[src/rtl/alu_muldiv_iter_if.sv]
// alu_muldiv_iter_if: issue/result bundle between the pipeline (master) and the mul/div unit (slave)
interface alu_muldiv_iter_if #(parameter int WIDTH = 32);
   logic             start_i, cancel_i, stall_o, busy_o, done_o;
   logic [5:0]       op_i;
   logic [WIDTH-1:0] src1_i, src2_i, hi_o, lo_o;
   modport master (output start_i, op_i, src1_i, src2_i, cancel_i,
                   input stall_o, busy_o, done_o, hi_o, lo_o);
   modport slave  (input start_i, op_i, src1_i, src2_i, cancel_i,
                   output stall_o, busy_o, done_o, hi_o, lo_o);
endinterface

[src/rtl/alu_muldiv_iter.sv]
// alu_muldiv_iter: iterative shift-add multiply / restoring divide with HI/LO; define FAST_MUL_EN for single-cycle multiply
module alu_muldiv_iter #(parameter int WIDTH = 32) (
   input logic clk,
   input logic resetn,
   alu_muldiv_iter_if.slave bus
);
   localparam int CW = (WIDTH > 2) ? $clog2(WIDTH) : 1;
   localparam logic [1:0] S_IDLE = 2'd0, S_MUL = 2'd1, S_DIV = 2'd2;
   logic [1:0]         r_state;
   logic [CW-1:0]      r_cnt;
   logic [WIDTH-1:0]   r_hi, r_lo, r_acc, r_q, r_a, r_b, r_raw;
   logic               r_done, r_neg_q, r_neg_r, r_dz;
   logic               w_onehot, w_idle, w_acc, w_iter, w_mul_op, w_sgn, w_s1, w_s2, w_mul;
   logic [WIDTH-1:0]   w_m1, w_m2, w_acc_n, w_q_n, w_hi_n, w_lo_n;
   logic [WIDTH:0]     w_sum, w_trial;
   logic [2*WIDTH-1:0] w_prod, w_prod_s;
   assign w_onehot = (bus.op_i != 6'd0) && ((bus.op_i & (bus.op_i - 6'd1)) == 6'd0);
   assign w_idle   = r_state == S_IDLE;
   assign w_acc    = bus.start_i & ~bus.cancel_i & w_idle & w_onehot;
   assign w_mul_op = bus.op_i[5] | bus.op_i[4];
`ifdef FAST_MUL_EN
   logic [2*WIDTH-1:0] w_fprod, w_fprod_s;
   assign w_iter    = w_acc & (bus.op_i[3] | bus.op_i[2]);
   assign w_fprod   = {{WIDTH{1'b0}}, w_m1} * {{WIDTH{1'b0}}, w_m2};
   assign w_fprod_s = (w_s1 ^ w_s2) ? -w_fprod : w_fprod;
`else
   assign w_iter = w_acc & (|bus.op_i[5:2]);
`endif
   assign w_sgn = bus.op_i[5] | bus.op_i[3];
   assign w_s1  = w_sgn & bus.src1_i[WIDTH-1];
   assign w_s2  = w_sgn & bus.src2_i[WIDTH-1];
   assign w_m1  = w_s1 ? -bus.src1_i : bus.src1_i;
   assign w_m2  = w_s2 ? -bus.src2_i : bus.src2_i;
   assign w_mul = r_state == S_MUL;
   // one iteration step: shift-add for multiply, restoring subtract for divide
   assign w_sum    = {1'b0, r_acc} + (r_q[0] ? {1'b0, r_a} : {(WIDTH+1){1'b0}});
   assign w_trial  = {r_acc, r_q[WIDTH-1]} - {1'b0, r_b};
   assign w_acc_n  = w_mul ? w_sum[WIDTH:1] : (w_trial[WIDTH] ? {r_acc[WIDTH-2:0], r_q[WIDTH-1]} : w_trial[WIDTH-1:0]);
   assign w_q_n    = w_mul ? {w_sum[0], r_q[WIDTH-1:1]} : {r_q[WIDTH-2:0], ~w_trial[WIDTH]};
   assign w_prod   = {w_acc_n, w_q_n};
   assign w_prod_s = r_neg_q ? -w_prod : w_prod;
   // a zero divisor overrides the iterated result with all-ones quotient and the raw dividend
   assign w_hi_n = w_mul ? w_prod_s[2*WIDTH-1:WIDTH] : r_dz ? r_raw : r_neg_r ? -w_acc_n : w_acc_n;
   assign w_lo_n = w_mul ? w_prod_s[WIDTH-1:0] : r_dz ? {WIDTH{1'b1}} : r_neg_q ? -w_q_n : w_q_n;
   assign bus.busy_o  = ~w_idle;
   assign bus.stall_o = ~w_idle | w_iter;
   assign bus.done_o  = r_done;
   assign bus.hi_o    = r_hi;
   assign bus.lo_o    = r_lo;
   // accept/iterate/commit state machine; cancel drops the operation without touching HI/LO
   always_ff @(posedge clk or negedge resetn) begin
      if (!resetn) begin
         r_state <= S_IDLE;
         r_cnt   <= '0;
         r_hi    <= '0;
         r_lo    <= '0;
         r_done  <= 1'b0;
         r_acc   <= '0;
         r_q     <= '0;
         r_a     <= '0;
         r_b     <= '0;
         r_raw   <= '0;
         r_neg_q <= 1'b0;
         r_neg_r <= 1'b0;
         r_dz    <= 1'b0;
      end else begin
         r_done <= 1'b0;
         if (!w_idle) begin
            if (bus.cancel_i) begin
               r_state <= S_IDLE;
               r_cnt   <= '0;
            end else begin
               r_acc <= w_acc_n;
               r_q   <= w_q_n;
               r_cnt <= r_cnt + 1'b1;
               if (r_cnt == CW'(WIDTH-1)) begin
                  r_state <= S_IDLE;
                  r_cnt   <= '0;
                  r_hi    <= w_hi_n;
                  r_lo    <= w_lo_n;
                  r_done  <= 1'b1;
               end
            end
         end else if (w_acc) begin
            if (bus.op_i[1]) r_hi <= bus.src1_i;
            if (bus.op_i[0]) r_lo <= bus.src1_i;
`ifdef FAST_MUL_EN
            if (w_mul_op) begin
               r_hi   <= w_fprod_s[2*WIDTH-1:WIDTH];
               r_lo   <= w_fprod_s[WIDTH-1:0];
               r_done <= 1'b1;
            end
`endif
            if (w_iter) begin
               r_state <= w_mul_op ? S_MUL : S_DIV;
               r_cnt   <= '0;
               r_acc   <= '0;
               r_q     <= w_mul_op ? w_m2 : w_m1;
               r_a     <= w_m1;
               r_b     <= w_m2;
               r_raw   <= bus.src1_i;
               r_dz    <= bus.src2_i == '0;
               r_neg_q <= w_s1 ^ w_s2;
               r_neg_r <= w_s1;
            end
         end
      end
   end
endmodule
[src/flat_wrapper.sv]
// flat-port wrapper written by rule: the top's interface ports become plain ports
module alu_muldiv_iter_flat 
#(parameter int WIDTH = 32)
  (clk, resetn, bus_start_i, bus_op_i, bus_src1_i, bus_src2_i, bus_cancel_i, bus_stall_o, bus_busy_o, bus_done_o, bus_hi_o, bus_lo_o);
  alu_muldiv_iter_if #(.WIDTH(WIDTH)) bus_i ();
  input logic clk;
  input logic resetn;
  input wire logic [$bits(bus_i.start_i)-1:0] bus_start_i;
  input wire logic [$bits(bus_i.op_i)-1:0] bus_op_i;
  input wire logic [$bits(bus_i.src1_i)-1:0] bus_src1_i;
  input wire logic [$bits(bus_i.src2_i)-1:0] bus_src2_i;
  input wire logic [$bits(bus_i.cancel_i)-1:0] bus_cancel_i;
  output wire logic [$bits(bus_i.stall_o)-1:0] bus_stall_o;
  output wire logic [$bits(bus_i.busy_o)-1:0] bus_busy_o;
  output wire logic [$bits(bus_i.done_o)-1:0] bus_done_o;
  output wire logic [$bits(bus_i.hi_o)-1:0] bus_hi_o;
  output wire logic [$bits(bus_i.lo_o)-1:0] bus_lo_o;
  assign bus_i.start_i = bus_start_i;
  assign bus_i.op_i = bus_op_i;
  assign bus_i.src1_i = bus_src1_i;
  assign bus_i.src2_i = bus_src2_i;
  assign bus_i.cancel_i = bus_cancel_i;
  assign bus_stall_o = bus_i.stall_o;
  assign bus_busy_o = bus_i.busy_o;
  assign bus_done_o = bus_i.done_o;
  assign bus_hi_o = bus_i.hi_o;
  assign bus_lo_o = bus_i.lo_o;
  alu_muldiv_iter #(.WIDTH(WIDTH)) u_core (.clk(clk), .resetn(resetn), .bus(bus_i));
endmodule
[config.mk]
export PLATFORM = sky130hd
export DESIGN_NAME = alu_muldiv_iter_flat
export DESIGN_NICKNAME = d
export VERILOG_FILES = /design/src/rtl/alu_muldiv_iter_if.sv /design/src/rtl/alu_muldiv_iter.sv /design/src/flat_wrapper.sv
export SDC_FILE = /design/constraint.sdc
export NUM_CORES = 1
export LEC_CHECK = 0
export CELL_PAD_IN_SITES_DETAIL_PLACEMENT = 1
export CELL_PAD_IN_SITES_GLOBAL_PLACEMENT = 1
export CORE_MARGIN = 8
export CORE_UTILIZATION = 45
export CTS_CLUSTER_DIAMETER = 120
export CTS_CLUSTER_SIZE = 16
export DETAILED_ROUTE_END_ITERATION = 12
export MAX_ROUTING_LAYER = met4
export PLACE_DENSITY_LB_ADDON = 0.12
export SLEW_MARGIN = 5
export SYNTH_ARGS = -nofsm -noshare
export SYNTH_HDL_FRONTEND = slang
export SYNTH_SLANG_ARGS = --single-unit
[constraint.sdc]
create_clock -name clk -period 6.9 [get_ports clk]
set_input_delay 1.725 -clock clk [delete_from_list [all_inputs] [get_ports clk]]
set_output_delay 1.725 -clock clk [all_outputs]
set_load 0.05 [all_outputs]
==> flow_summary.ini, run 1 <==
[placed_design]
gp_congestion = 1.04
io_buffers = 140
place_inst = 3082
placed_area_um2 = 21000
hpwl_um = 71900

[final_layout]
multiInputGateArea_um2 = 12400
final_common_cell = nand2_1
ff_latch_area_um2 = 5860
final_cell_mix = 435 x nand2_1, 242 x o21ai_0, 234 x dfrtp_1
fin_nets = 2710
syn_to_final_growth_pct = 12.5
drive_gt1_frac = 0.0471
fillers = 5172
instances_no_fill = 3106
antenna_cells = 0
final_area_um2 = 21500

[setup_path]
worstSetupPathType = register to register
regToRegStartpoint = u_core.r_q[31]
rr_worst_depth = 23
crit_start = u_core.r_q[31]
crit_path_max_fanout = 6
critPathCaptureType = register
r2r_slack_ns = 0.61
crit_arrival_ns = 6.72
startpoint_type = register
reg2reg_to = u_core.bus.hi_o[24]
cp.required_ns = 7.33

[power_and_ir_drop]
combPwrFrac = 0.735
power_switching_w = 0.00813
switching_share = 0.588
seqPwrFrac = 0.185
internal_power_w = 0.00569
ir_worst_vdd_mv = 0.408
power_density_nw_per_um2 = 641
p_leak_nw = 8.86
clock_power_share = 0.080

[clock_tree]
cts_tree = built
clock_path_buffers = 3
post_cts_resized = 0
postCtsHoldBufs = 0
root_buffer = clkbuf_16
clkLatencyLatePin_ns = 0.55
cts_made_buffers = 19
clkTransAtPathRegs_ns = 0.07
cts.sink_count = 234
cts_setup_buffers = 0
htreeDepth = 1

[sta]
rsz0062_at_grt = no
hold_violations = 0
setup_tns_ns = 0
max_freq_ghz = 0.159
skew_ns = 0.0281
period_share = 0.912
final_max_slew_viol_count = 0
relSlewSlack = 0.132
finalCriticalPeriod_ns = 6.29
worstMarginPinSlew_ns = 1.30
setup_viol = 0

[yosys]
avgSynthCellArea_um2 = 7.62
synth-seq-cells = 234
syn_nets = 2659
synth-async-reset-ratio = 1.00
ys_types = 89
synthFlopType = dfrtp_1
netlist_area_um2 = 19100
synth_edf_count = 0
yosysSeqAreaShare = 0.306
netlist_instances = 2513
yosysWarnings = 0

[global_route]
overflow = 0
grt_pass1_wl_um = 137000
grt_pass1_vias = 20700
grt_max_degree = 199
antenna_found_initial = 2
grt.total_usage = 0.373

[floorplanning]
ios = 141
die_h_um = 222
rows = 75
dieArea_um2 = 49400
initial_core_util = 0.456
coreArea_um2 = 41900
die_x_um = 222

[worst_hold_path]
hold_depth = 2
whs_endpoint = u_core.r_a[11]
hold_start = u_core.r_a[11]
hold_class = register to register

[routing]
drc = 0
route.vias.total = 20600
drt-pass1-iter-count = 6
wl_um = 93100
wl_per_cell_um = 30.0
viasPerCell = 6.65
ant_nets = 0
initialDrtViolationCount = 1965

[job]
maxCapViolCount = 0

[outcome]
outcome = finished clean
synth_stat cells, types with 14 or more instances:
master    number  area share
nor4_1        23      0.0075
nand3_1       70       0.018
dfrtp_1      234        0.31
o211ai_1      24      0.0094
o21a_1        14      0.0055
xor2_1        61       0.028
mux2i_1       46       0.024
nand4_1       21      0.0069
nor2_1       218       0.043
nor3_1        45       0.012
and2_1        48       0.016
a21o_1        27       0.011
a211oi_1      25      0.0098
xnor2_1      120       0.055
ha_1          70       0.046
or3_1         14      0.0046
o21ai_0      242       0.063
nand2b_1      21      0.0069
nand2_1      435       0.085
a21oi_1      193       0.050
and3_1        14      0.0046
inv_1         69       0.014
o31ai_1       34       0.013
o22ai_1       20      0.0065
a31oi_1       34       0.011
buf_2         18      0.0047
clkbuf_1     119       0.023
final cells by class:
| class | instances | share of cell area |
|---|---|---|
| Multi-Input combinational cell | 2053 | 0.578 |
| Sequential cell | 234 | 0.272 |
| Timing Repair Buffer | 185 | 0.0826 |
| Tap cell | 539 | 0.0313 |
| Clock buffer | 21 | 0.0229 |
| Inverter | 71 | 0.0124 |
| Clock inverter | 3 | 0.00145 |
stage by stage:
| step | setup WS (ns) | hold slack [ns] | utilization | total power (W) |
|---|---|---|---|---|
| global placement | 1.03 | 0.451 | 0.501 | 0.0122 |
| detailed placement | 0.850 | 0.464 | 0.501 | 0.0124 |
| CTS | 0.804 | 0.482 | 0.514 | 0.0136 |
| global route | 0.213 | 0.496 | 0.514 | 0.0144 |
| finish | 0.610 | 0.484 | 0.514 | 0.0138 |
| floorplan | 1.48 | 0.437 | - | 0.00874 |
power by group through the flow:
stage,registers [W],logic (W),clock network (W)
final,0.00256,0.0102,0.00110
after global routing,0.00261,0.0107,0.00114
after CTS,0.00254,0.00992,0.00110
after detailed placement,0.00256,0.00987,0
after global placement,0.00252,0.00968,0
after floorplan,0.00291,0.00584,0
sequential cells by signal, summed over array words and instances, names as in the netlist, 2 cells and up:
name and cells:
u_core.bus.hi_o 32, u_core.bus.lo_o 32, u_core.r_acc 32, u_core.r_b 32, u_core.r_q 32, u_core.r_raw 32
u_core.r_a 31, u_core.r_cnt 5, u_core.r_state 2
how the worst max path moves through the flow:
stage,to
floorplan,bus_stall_o
finish,u_core.bus.hi_o[24]
CTS,u_core.bus.hi_o[24]
global placement,u_core.bus.hi_o[24]
global route,u_core.bus.hi_o[24]
detailed placement,u_core.bus.hi_o[24]
per-layer routing:
| layer | GRT usage | share of wire | vias up |
|---|---|---|---|
| met5 | - | 0 | - |
| met4 | 0.187 | 0.063 | 0 |
| met3 | 0.0522 | 0.068 | 254 |
| met2 | 0.590 | 0.46 | 925 |
| met1 | 0.465 | 0.41 | 10400 |
| li1 | - | - | 9078 |
cells by family (layout without fill, tap and decap cells):
family,Yosys count,after routing,share of synthesized area
AND/OR/NAND/NOR,966,966,0.229
AO/OA/AOI/OAI,781,781,0.259
flip-flops,234,234,0.306
buffers and inverters,226,280,0.0465
XOR/XNOR,181,181,0.0828
adder cells (fa/ha/maj),72,72,0.0478
multiplexers,53,53,0.0282
critical path, cell delays in order (launching register included):
cell      delay [ns]
dfrtp_1         0.46
inv_1           0.09
ha_1            0.24
fa_1            0.41
nand2b_1        0.19
a21oi_2         0.22
o211ai_1        0.26
a211oi_2        0.37
o31a_1          0.25
nor3_1          0.12
a21oi_1         0.24
ha_1            0.25
nand2_1         0.07
a21oi_1         0.33
nand4_1         0.33
nor3_1          0.50
and2_1          0.38
nand2_1         0.14
nor3_1          0.30
nand4_1         0.19
o31ai_1         0.30
xor2_1          0.20
a21oi_1         0.09
o31a_1          0.25
No activity file was read; power rests on OpenSTA's default activity.
==> inputs of run 2 (changes only) <==
--- a/config.mk
+++ b/config.mk
@@ -5,7 +5,7 @@
 export SDC_FILE = /design/constraint.sdc
 export NUM_CORES = 1
 export LEC_CHECK = 0
-export CELL_PAD_IN_SITES_DETAIL_PLACEMENT = 1
+export CELL_PAD_IN_SITES_DETAIL_PLACEMENT = 0
 export CELL_PAD_IN_SITES_GLOBAL_PLACEMENT = 1
 export CORE_MARGIN = 8
 export CORE_UTILIZATION = 45
==> run 2 against run 1 <==
- via count shrank 2.0%
- worst setup slack improved by 0.045 ns
- sequential share of layout area about the same
- first-iteration DRC count is 26% higher
- register-to-register slack better by 0.04 ns
- combinational power barely moved
- count of clock-buffer cells in the layout decreased by 2
- wire length fell by 6.0%
- clock power is 5% lower
==> flow_summary.ini, run 2 (same netlist as run 1, synthesis figures left out) <==
[routing]
wl_um = 87500
ant_nets = 0
viasPerCell = 6.52
drt-pass1-iter-count = 9
wl_per_cell_um = 28.2
route.vias.total = 20200
initialDrtViolationCount = 2469
drc = 0

[worst_hold_path]
hold_depth = 2
whs_endpoint = u_core.r_raw[7]
hold_start = u_core.r_raw[7]
hold_class = register to register

[clock_tree]
cts.sink_count = 234
clock_path_buffers = 3
clkTransAtPathRegs_ns = 0.08
cts_setup_buffers = 0
htreeDepth = 1
postCtsHoldBufs = 0
cts_made_buffers = 18
cts_tree = built
post_cts_resized = 0
clkLatencyLatePin_ns = 0.53
root_buffer = clkbuf_16

[final_layout]
fin_nets = 2709
fillers = 4161
syn_to_final_growth_pct = 12.4
ff_latch_area_um2 = 5860
final_common_cell = nand2_1
multiInputGateArea_um2 = 12400
final_cell_mix = 435 x nand2_1, 242 x o21ai_0, 234 x dfrtp_1
drive_gt1_frac = 0.0460

[sta]
worstMarginPinSlew_ns = 1.30
setup_tns_ns = 0
period_share = 0.905
setup_viol = 0
max_freq_ghz = 0.160
finalCriticalPeriod_ns = 6.25
skew_ns = 0.0257
hold_violations = 0
setup_slack_ns = 0.655
final_max_slew_viol_count = 0
rsz0062_at_grt = no
relSlewSlack = 0.130

[setup_path]
worst_path_max_delay_cell = dfrtp_1
path_cells = inv_1 -> ha_1 -> fa_1 -> nand2b_1 -> a21oi_2 -> o211ai_1 -> a211oi_2 -> o31a_1 -> nor3_1 -> a21oi_1 -> ha_1 -> nand2_1 -> a21oi_1 -> nand4_1 -> nor3_1 -> and2_1 -> nand2_1 -> nor3_1 -> nand4_1 -> o31ai_1 -> xor2_1 -> a21oi_1 -> o31a_1
crit_arrival_ns = 6.66
regToRegStartpoint = u_core.r_q[31]
startpoint_type = register
r2r_slack_ns = 0.65
crit_path_max_fanout = 6
cp.required_ns = 7.32
reg2reg_to = u_core.bus.hi_o[24]
worstSetupPathType = register to register
rr_worst_depth = 23
critical-path-max-stage-delay_ns = 0.44
critPathCaptureType = register

[power_and_ir_drop]
power_density_nw_per_um2 = 629
power_switching_w = 0.00786
seqPwrFrac = 0.188
ir_worst_vdd_mv = 0.476
switching_share = 0.581
combPwrFrac = 0.735
p_leak_nw = 8.84
internal_power_w = 0.00566
clock_power_share = 0.077

[floorplanning]
rows = 75
ios = 141
coreArea_um2 = 41900
die_h_um = 222
die_x_um = 222
dieArea_um2 = 49400
initial_core_util = 0.456

[global_route]
grt_pass1_vias = 19200
grt_max_degree = 199
antenna_found_initial = 2
overflow = 0
grt_pass1_wl_um = 128000
grt.total_usage = 0.351

[placed_design]
pre_cts_ws_ns = 0.891
gp_congestion = 1.04
hpwl_um = 67400
io_buffers = 140

[outcome]
outcome = finished clean

[job]
maxCapViolCount = 0
## run 2: final cells by class
cell class,instances,share of cell area
Antenna cell,2,0.000233
Clock inverter,1,0.000407
Tap cell,539,0.0313
Multi-Input combinational cell,2053,0.579
Timing Repair Buffer,185,0.0827
Sequential cell,234,0.272
Inverter,71,0.0124
Clock buffer,19,0.0221
## run 2: critical path, delay by kind of cell, from the launching register on
kind / cells / cell delay [ns]
flip-flops: 1 / 0.44
XOR/XNOR: 1 / 0.21
adder cells (fa/ha/maj): 3 / 0.91
AO/OA/AOI/OAI: 9 / 2.31
AND/OR/NAND/NOR: 9 / 2.20
buffers and inverters: 1 / 0.09
## run 2: worst max-delay path by stage
stage                   start                  end  slack, ns  cells past startpoint
5_1_grt        u_core.r_q[31]  u_core.bus.hi_o[24]       0.24                     23
3_5_place_dp   u_core.r_q[31]  u_core.bus.hi_o[24]       0.89                     23
3_3_place_gp   u_core.r_q[31]  u_core.bus.hi_o[24]       1.03                     23
2_1_floorplan     bus_op_i[3]          bus_stall_o       1.48                      9
4_1_cts        u_core.r_q[31]  u_core.bus.hi_o[24]       0.87                     23
6_report       u_core.r_q[31]  u_core.bus.hi_o[24]       0.65                     23
## run 2: per-layer routing
layer	up-vias	GRT usage	share of wire
met5	-	-	0
met4	0	0.174	0.060
met3	232	0.0603	0.087
met2	1077	0.538	0.45
met1	9849	0.446	0.41
li1	9078	-	-
## run 2: metrics by stage
stage,instances,hold slack [ns],area (µm²),utilization,power [W]
floorplan,2513,0.437,19100,-,0.00874
global placement,3082,0.451,21000,0.501,0.0122
detailed placement,3082,0.462,21000,0.501,0.0122
CTS,3102,0.480,21500,0.513,0.0133
global route,3103,0.497,21500,0.513,0.0142
finish,3104,0.480,21500,0.513,0.0135
## run 2: power by group through the flow
| stage | sequential [W] | clock (W) | combinational, W |
|---|---|---|---|
| 4_1_cts | 0.00252 | 0.00105 | 0.00973 |
| 3_5_place_dp | 0.00255 | 0 | 0.00969 |
| 6_report | 0.00255 | 0.00104 | 0.00994 |
| 5_1_grt | 0.00260 | 0.00109 | 0.0105 |
| 2_1_floorplan | 0.00291 | 0 | 0.00584 |
| 3_3_place_gp | 0.00252 | 0 | 0.00968 |
==> inputs of run 3 (changes only) <==
--- a/config.mk
+++ b/config.mk
@@ -14,6 +14,7 @@
 export DETAILED_ROUTE_END_ITERATION = 12
 export MAX_ROUTING_LAYER = met4
 export PLACE_DENSITY_LB_ADDON = 0.12
+export SKIP_CTS_REPAIR_TIMING = 1
 export SLEW_MARGIN = 5
 export SYNTH_ARGS = -nofsm -noshare
 export SYNTH_HDL_FRONTEND = slang
==> results of run 3 <==
No change in the layout: final DEF, timing and power equal those of run 2.
